## config.mk

```make
export PLATFORM = sky130hd
export DESIGN_NAME = ntt_host_seq
export DESIGN_NICKNAME = d
export VERILOG_FILES = /design/src/rtl/ntt_host_seq.sv
export SDC_FILE = /design/constraint.sdc
export NUM_CORES = 1
export LEC_CHECK = 0
export ABC_AREA = 1
export CORE_MARGIN = 2
export CORE_UTILIZATION = 47
export CTS_CLUSTER_DIAMETER = 100
export DETAILED_ROUTE_END_ITERATION = 12
export PLACE_DENSITY = 0.81
export SLEW_MARGIN = 20
export SYNTH_ARGS = -nofsm -noshare
export SYNTH_HDL_FRONTEND = slang
export SYNTH_SLANG_ARGS = --single-unit
```

## constraint.sdc

```tcl
create_clock -name clk -period 2.5 [get_ports clk]
set_input_delay 0.625 -clock clk [delete_from_list [all_inputs] [get_ports clk]]
set_output_delay 0.625 -clock clk [all_outputs]
set_load 0.05 [all_outputs]
```

## src/rtl/ntt_host_seq.sv

```systemverilog
// Host-side sequencer for the NTT core: streams twiddles, params and coefficients
// from a source RAM into the core, starts it, then captures the result into a sink RAM.
module ntt_host_seq #(
    parameter int DATA_SIZE_ARB = 16,
    parameter int RING_SIZE     = 1024,
    parameter int PE_NUMBER     = 8,
    parameter int GAP_CYCLES    = 5,
    parameter int TIMEOUT       = 65535,
    localparam int W_COUNT      = ((RING_SIZE / PE_NUMBER - 1) + $clog2(PE_NUMBER)) * PE_NUMBER,
    localparam int SRC_WORDS    = 2 * W_COUNT + 2 + RING_SIZE,
    localparam int SA_W         = $clog2(SRC_WORDS),
    localparam int SK_W         = $clog2(RING_SIZE)
) (
    input  logic                     clk,
    input  logic                     reset,
    input  logic                     go,
    input  logic                     skip_w,
    output logic                     busy,
    output logic                     finished,
    output logic                     timeout_err,
    output logic                     src_rd,
    output logic [SA_W-1:0]          src_addr,
    input  logic [DATA_SIZE_ARB-1:0] src_data,
    output logic                     load_w,
    output logic                     load_data,
    output logic                     start,
    output logic [DATA_SIZE_ARB-1:0] din,
    input  logic                     done,
    input  logic [DATA_SIZE_ARB-1:0] dout,
    output logic                     snk_we,
    output logic [SK_W-1:0]          snk_addr,
    output logic [DATA_SIZE_ARB-1:0] snk_data
);

    localparam int NW      = 2 * W_COUNT + 2;
    localparam int D_BASE  = NW;
    localparam int CNT_MAX = (TIMEOUT > SRC_WORDS) ? TIMEOUT : SRC_WORDS;
    localparam int CNT_W   = $clog2(CNT_MAX + 1);

    typedef enum logic [3:0] {
        IDLE,
        LW_PULSE,
        W_STREAM,
        GAP_W,
        LD_PULSE,
        D_STREAM,
        GAP_D,
        START,
        WAIT_DONE,
        CAPTURE,
        FIN
    } state_t;

    state_t             state, state_n;
    logic [CNT_W-1:0]   cnt, cnt_n;
    logic               rd_vld_p1;
    logic               terr_set, terr_clr, cap_en;

    // One shared counter: stream index, gap length, timeout and capture index.
    always_comb begin
        state_n   = state;
        cnt_n     = cnt;
        src_rd    = 1'b0;
        src_addr  = '0;
        load_w    = 1'b0;
        load_data = 1'b0;
        start     = 1'b0;
        finished  = 1'b0;
        terr_set  = 1'b0;
        terr_clr  = 1'b0;
        cap_en    = 1'b0;
        case (state)
            IDLE: begin
                if (go) begin
                    terr_clr = 1'b1;
                    cnt_n    = '0;
                    state_n  = skip_w ? LD_PULSE : LW_PULSE;
                end
            end
            LW_PULSE: begin
                load_w   = 1'b1;
                src_rd   = 1'b1;
                src_addr = '0;
                cnt_n    = '0;
                state_n  = W_STREAM;
            end
            W_STREAM: begin
                // din shows word cnt while word cnt+1 is being fetched
                if (cnt == CNT_W'(NW - 1)) begin
                    cnt_n   = '0;
                    state_n = GAP_W;
                end else begin
                    src_rd   = 1'b1;
                    src_addr = SA_W'(cnt) + SA_W'(1);
                    cnt_n    = cnt + CNT_W'(1);
                end
            end
            GAP_W: begin
                if (cnt == CNT_W'(GAP_CYCLES - 1)) begin
                    cnt_n   = '0;
                    state_n = LD_PULSE;
                end else begin
                    cnt_n = cnt + CNT_W'(1);
                end
            end
            LD_PULSE: begin
                load_data = 1'b1;
                src_rd    = 1'b1;
                src_addr  = SA_W'(D_BASE);
                cnt_n     = '0;
                state_n   = D_STREAM;
            end
            D_STREAM: begin
                if (cnt == CNT_W'(RING_SIZE - 1)) begin
                    cnt_n   = '0;
                    state_n = GAP_D;
                end else begin
                    src_rd   = 1'b1;
                    src_addr = SA_W'(D_BASE) + SA_W'(cnt) + SA_W'(1);
                    cnt_n    = cnt + CNT_W'(1);
                end
            end
            GAP_D: begin
                if (cnt == CNT_W'(GAP_CYCLES - 1)) begin
                    cnt_n   = '0;
                    state_n = START;
                end else begin
                    cnt_n = cnt + CNT_W'(1);
                end
            end
            START: begin
                start   = 1'b1;
                cnt_n   = '0;
                state_n = WAIT_DONE;
            end
            WAIT_DONE: begin
                if (done) begin
                    cnt_n   = '0;
                    state_n = CAPTURE;
                end else if (cnt == CNT_W'(TIMEOUT - 1)) begin
                    terr_set = 1'b1;
                    state_n  = FIN;
                end else begin
                    cnt_n = cnt + CNT_W'(1);
                end
            end
            CAPTURE: begin
                cap_en = 1'b1;
                if (cnt == CNT_W'(RING_SIZE - 1)) begin
                    state_n = FIN;
                end else begin
                    cnt_n = cnt + CNT_W'(1);
                end
            end
            FIN: begin
                finished = 1'b1;
                state_n  = IDLE;
            end
            default: state_n = IDLE;
        endcase
    end

    assign busy = (state != IDLE) && (state != FIN);
    assign din  = rd_vld_p1 ? src_data : '0;

    // p1: read-data valid flag and registered sink write
    always_ff @(posedge clk or negedge reset) begin
        if (!reset) begin
            state       <= IDLE;
            cnt         <= '0;
            rd_vld_p1   <= 1'b0;
            timeout_err <= 1'b0;
            snk_we      <= 1'b0;
            snk_addr    <= '0;
            snk_data    <= '0;
        end else begin
            state     <= state_n;
            cnt       <= cnt_n;
            rd_vld_p1 <= src_rd;
            if (terr_clr) begin
                timeout_err <= 1'b0;
            end else if (terr_set) begin
                timeout_err <= 1'b1;
            end
            snk_we <= cap_en;
            if (cap_en) begin
                snk_addr <= cnt[SK_W-1:0];
                snk_data <= dout;
            end
        end
    end

endmodule

```

# Word-level counts from Yosys, hierarchy flattened
# Cells that the tools add are included.
[totals]
register_bits = 49
ram_bits = 0
rom_bits = 0
latchBits = 0
n_memories = 0
[classes]
n_reduce_logical = 10
bitwise_logic = 0
n_eq_ne = 24
magnitude_cmp = 0
shifts = 0
div_mod_pow = 0
mux = 37
addsub = 4
n_mul = 0
[ops]
columns = ["operator", "n"]
rows = [
  ["$mux 16", 8],
  ["$pmux 16 s7", 1],
  ["$pmux 4 s10", 1],
  ["$pmux 12 s3", 1],
  ["$mux 4", 8],
  ["$add 12x1->12 const B", 2],
  ["$mux 12", 2],
  ["$add 16x1->16 const B", 1],
  ["$eq 16x10->1 const B", 1],
  ["$eq 16x12->1 const B", 1],
  ["$eq 16x16->1 const B", 1],
  ["$eq 16x3->1 const B", 1],
  ["$eq 4x3->1 const B", 4],
  ["$mux 1", 14],
  ["$ne 2x2->1 const B", 7],
  ["$add 12x12->12 const A", 1],
  ["$eq 4x4->1 const B", 3],
  ["$eq 4x2->1 const B", 2],
  ["$reduce_and 7->1", 1],
  ["$reduce_bool 7->1", 1],
  ["$ne 3x3->1 const B", 2],
  ["$eq 4x1->1 const B", 1],
  ["$logic_not 4->1", 1],
  ["$ne 4x4->1 const B", 1],
  ["other kinds (8)", 9],
]

# Depth between registers and ports, before layout
[logic_depth]
depth_word = 6
ltp_mapped = 13
depth_no_buf = 12

# Worst setup path after synthesis
# Ideal clock, no wire load.
[synth_path]
path_type = "reg2out"
start = "reg state[1]"
end = "out busy"
path_slack_ps = -854
t_arrival_ps = 2729
required_ps = 1875
stages_incl_launch_ff = 4
path_cell_list = "dfrtp_1 -> inv_2 -> nor4_1 -> nor2_1"
[synth_between]
elab_chain_len = 2
word_cells_on_any_way = 3
classes_between = "eq/ne: 1; reduce/logical: 2"
[synth_lines]
columns = ["item", "line", "rtl"]
rows = [
  ["start: declaration", "54", "state_t state, state_n;"],
  ["start signal: assignment", "177", "state <= state_n;"],
  ["$ne 4x4->1 or $reduce_bool 4->1 (tied branches)", "163", "assign busy = (state != IDLE) && (state != FIN);"],
  ["$logic_and 1x1->1 *", "163", ""],
  ["end: declaration", "18", "output logic busy,"],
]
# Every way passes the cells marked *; elsewhere a longest branch is shown, timed or not.

# Worst setup path after layout
[layout_path]
start = "reg cnt[1]"
end = "out src_addr[11]"
[layout_between]
elab_chain_len = 4
word_cells_on_any_way = 8
classes_between = "add/sub: 3; eq/ne: 2; mux: 3"
[layout_lines]
columns = ["item", "line", "rtl"]
rows = [
  ["start: declaration", "55", "logic [CNT_W-1:0] cnt, cnt_n;"],
  ["start signal: assignment", "178", "cnt <= cnt_n;"],
  ["$add 12x12->12", "119", "src_addr = SA_W'(D_BASE) + SA_W'(cnt) + SA_W'(1);"],
  ["$add 12x1->12", "119", ""],
  ["$mux 12", "114", "if (cnt == CNT_W'(RING_SIZE - 1)) begin"],
  ["$pmux 12 s3 *", "72", "case (state)"],
  ["end: declaration", "22", "output logic [SA_W-1:0] src_addr,"],
]
# Marks and branches as above.

==> metrics.txt <==
Clock Path Buffers 2; arrival time at the worst endpoint between 1500 and 2000 ps; leakage ~2.5 nW; Synth Warn # 0; drt drc 0; Int Pwr about 2.6 mW; Top FF cell, synth dfrtp_1; Synth area leader dfrtp_1; die width 86.41 um; CP Class flip-flop to output port; die span in y approximately 86 um; CTS clock-pin slew for the worst setup and hold paths roughly 90 ps; FF+latch count, synth 49; Core ar. between 0.006 and 0.007 mm2; via count 3650; Synth cell types 33; DP Area about 0.0046 mm2; Placed Cells 646; Syn Inst Count between 400 and 500; Sequential Power Share between 20% and 30%; crit-path max FO 6; root buffer cell clkbuf_8; worst-margin pin slew 515.9 ps; Mapped Area approximately 0.0032 mm2; hpwl dp roughly 7000 um; status finished with violations; GRT overflow 0; Peak VDD IR 0.7458 mV; Mean Syn Cell Area slightly below 7 um2; final setup fails 9; via/cell ratio around 5.3; Post-synth ARST share 100.0%; max_cap viols 0; Cell Rows 30; Synth top area share about two fifths; Worst Setup End Kind output port; RSZ-0062 raised after global routing true; layout cells sized above 1 30.91%; worst-skew pair later-pin latency 310 ps; fillcell total around 450; Worst slew margin between 60% and 70%; global-route wire length before repair ~15000 um; fin. max-slew vios 0; Final ANT Viol Nets 0; violated checks setup timing; post-route setup slack -90.71 ps; EDFF count, synth 0; largest net degree at the start of global routing 36; CTS H-tree lvls 2; Layout Nets 646; Starting Density a little under half; n_diodes 0; CP startpoint kind flip-flop; drt initial violations roughly 320; All-Layer GR Usage 24.74%; CTS tree built; hold crit path type input port to async pin; Area Overhead vs Synth 61.94%; CTS Buf Count 5; total power draw about 5.5 mW; area occupied by multi-input gates 0.001874 mm2; Comb pwr share between 60% and 70%; P_sw 2.896 mW; I/O pins 99; Final Hold Slack between 200 and 250 ps; fmax between 0.3 and 0.4 GHz; clock share of power just under 9%; Seq. cell area 0.001246 mm2; Final Routed Wirelength between 10000 and 15000 um; Final min period 2591 ps; power per cell area approximately 1100 mW/mm2; syn nets between 500 and 600; vias in the first global route ~3100; router iterations before antenna repair 6; Final Cycle Share 103.6%; WL per Instance 15.31 um; Port Buffer Count 98; CTS sink count 49; Seq/Total Area, Yosys 38.42%; Worst Path Required 1880 ps; Final Hold Viols 0; initial antenna violation count 0; top-count cell post-synth nand2_1; fin area ~0.0052 mm2; Finished Layout Cells about 690; die area 0.007467 mm2; top cells by area, synth dfrtp_1 (38%), nand2_1 (22%), inv_1 (6.0%); commonest cells in the netlist nand2_1 (185), inv_1 (51), dfrtp_1 (49), nor2_1 (45), nand3_1 (27); GP Congestion around 0.95; switching power share of the total 52.50%; Worst Clk Skew 9.297 ps
[placed cells by master, fill, tap and decap left out, drive strengths merged]
master         Yosys  routed
nand2            197     197
buf                8      73
clkdlybuf4s50      0      63
inv               62      62
nor2              55      55
dfrtp             49      49
nand3             29      29
o21ai             25      25
xor2              12      12
a21oi             10      10
clkbuf             6       7
ha                 5       5
clkinv             3       5
nor3               3       3
o22ai              2       2
o31ai              2       2
o211ai             1       1
nand4              1       1
nor4               1       1
a31o               1       1
nand3b             1       1
clkinvlp           0       1
[metal layers]
| layer | GRT usage, % | routed length, um |
|---|---|---|
| met1 | 32.76 | 4091 |
| met2 | 41.68 | 5211 |
| met3 | 4.476 | 870 |
| met4 | 6.960 | 314 |
| met5 | 0 | 0 |
[metrics by stage]
step	utilization (%)	TNS [ps]	setup WS [ps]
floorplan	-	-94.20	-94.20
global placement	68.15	0	148.2
detailed placement	68.15	0	58.91
CTS	70.99	-174.7	-40.68
global route	77.36	-1037	-133.0
finish	77.36	-459.0	-90.71
[final timing paths]
kind / start / end / slack, ps / cells past startpoint
setup / recovery: cnt[1] / src_addr[11] / -90 / 8
max in group asynchronous: reset / state[0] / 1670 / 2
hold / removal: reset / snk_data[15] / 240 / 1
setup reg to reg: cnt[0] / cnt[5] / 530 / 12
hold reg to reg: snk_data[4] / snk_data[4] / 490 / 2
min in group clk: snk_data[4] / snk_data[4] / 490 / 2
[logic make-up (layout without fill, tap and decap cells)]
family | after synthesis | count (layout) | synth area share [%]
AOI/OAI and AO/OA | 41 | 41 | 6.978
adders and majority gates | 5 | 5 | 1.960
and+or+nand+nor | 287 | 287 | 38.57
buffers and inverters | 79 | 211 | 10.78
xor gates and xnor gates | 12 | 12 | 3.293
DFF | 49 | 49 | 38.42
[layout make-up]
cell class              count  share of cell area [%]
multi-input cells         345                   36.26
clock inverters             3                  0.4115
inverters                  65                   5.301
well taps                  80                   1.937
flip-flops and latches     49                   24.11
repair buffers            138                   30.65
clock buffers               5                   1.331
[power groups by stage]
stage / Sequential, mW / Combinational (mW) / Clock [mW]
6_report: 1.20 / 3.83 / 0.486
5_1_grt: 1.22 / 4.03 / 0.530
4_1_cts: 1.17 / 3.57 / 0.492
3_5_place_dp: 1.19 / 3.48 / 0
3_3_place_gp: 1.17 / 3.44 / 0
2_1_floorplan: 1.66 / 1.71 / 0
[flip-flops by register name, summed over array words and instances, names as in the netlist]
name         flops
cnt             16
rd_vld_p1        1
snk_addr        10
snk_data        16
snk_we           1
state            4
timeout_err      1
[critical path, cell delays in order (launching register included)]
cell	delay [ps]
dfrtp_2	460
inv_4	80
buf_4	140
a21oi_2	210
nand2_1	100
nand2_2	150
a21oi_1	130
o21ai_2	220
buf_12	160
[repair_timing]
action | in CTS | in global routing
endpoints found under the setup margin | 13 | 13
pin swaps | 2 | 17
hold buffers | 0 | 0
buffers inserted | 4 | 27
gates resized for setup | 26 | 66
Power figures use the tool's default switching activity.
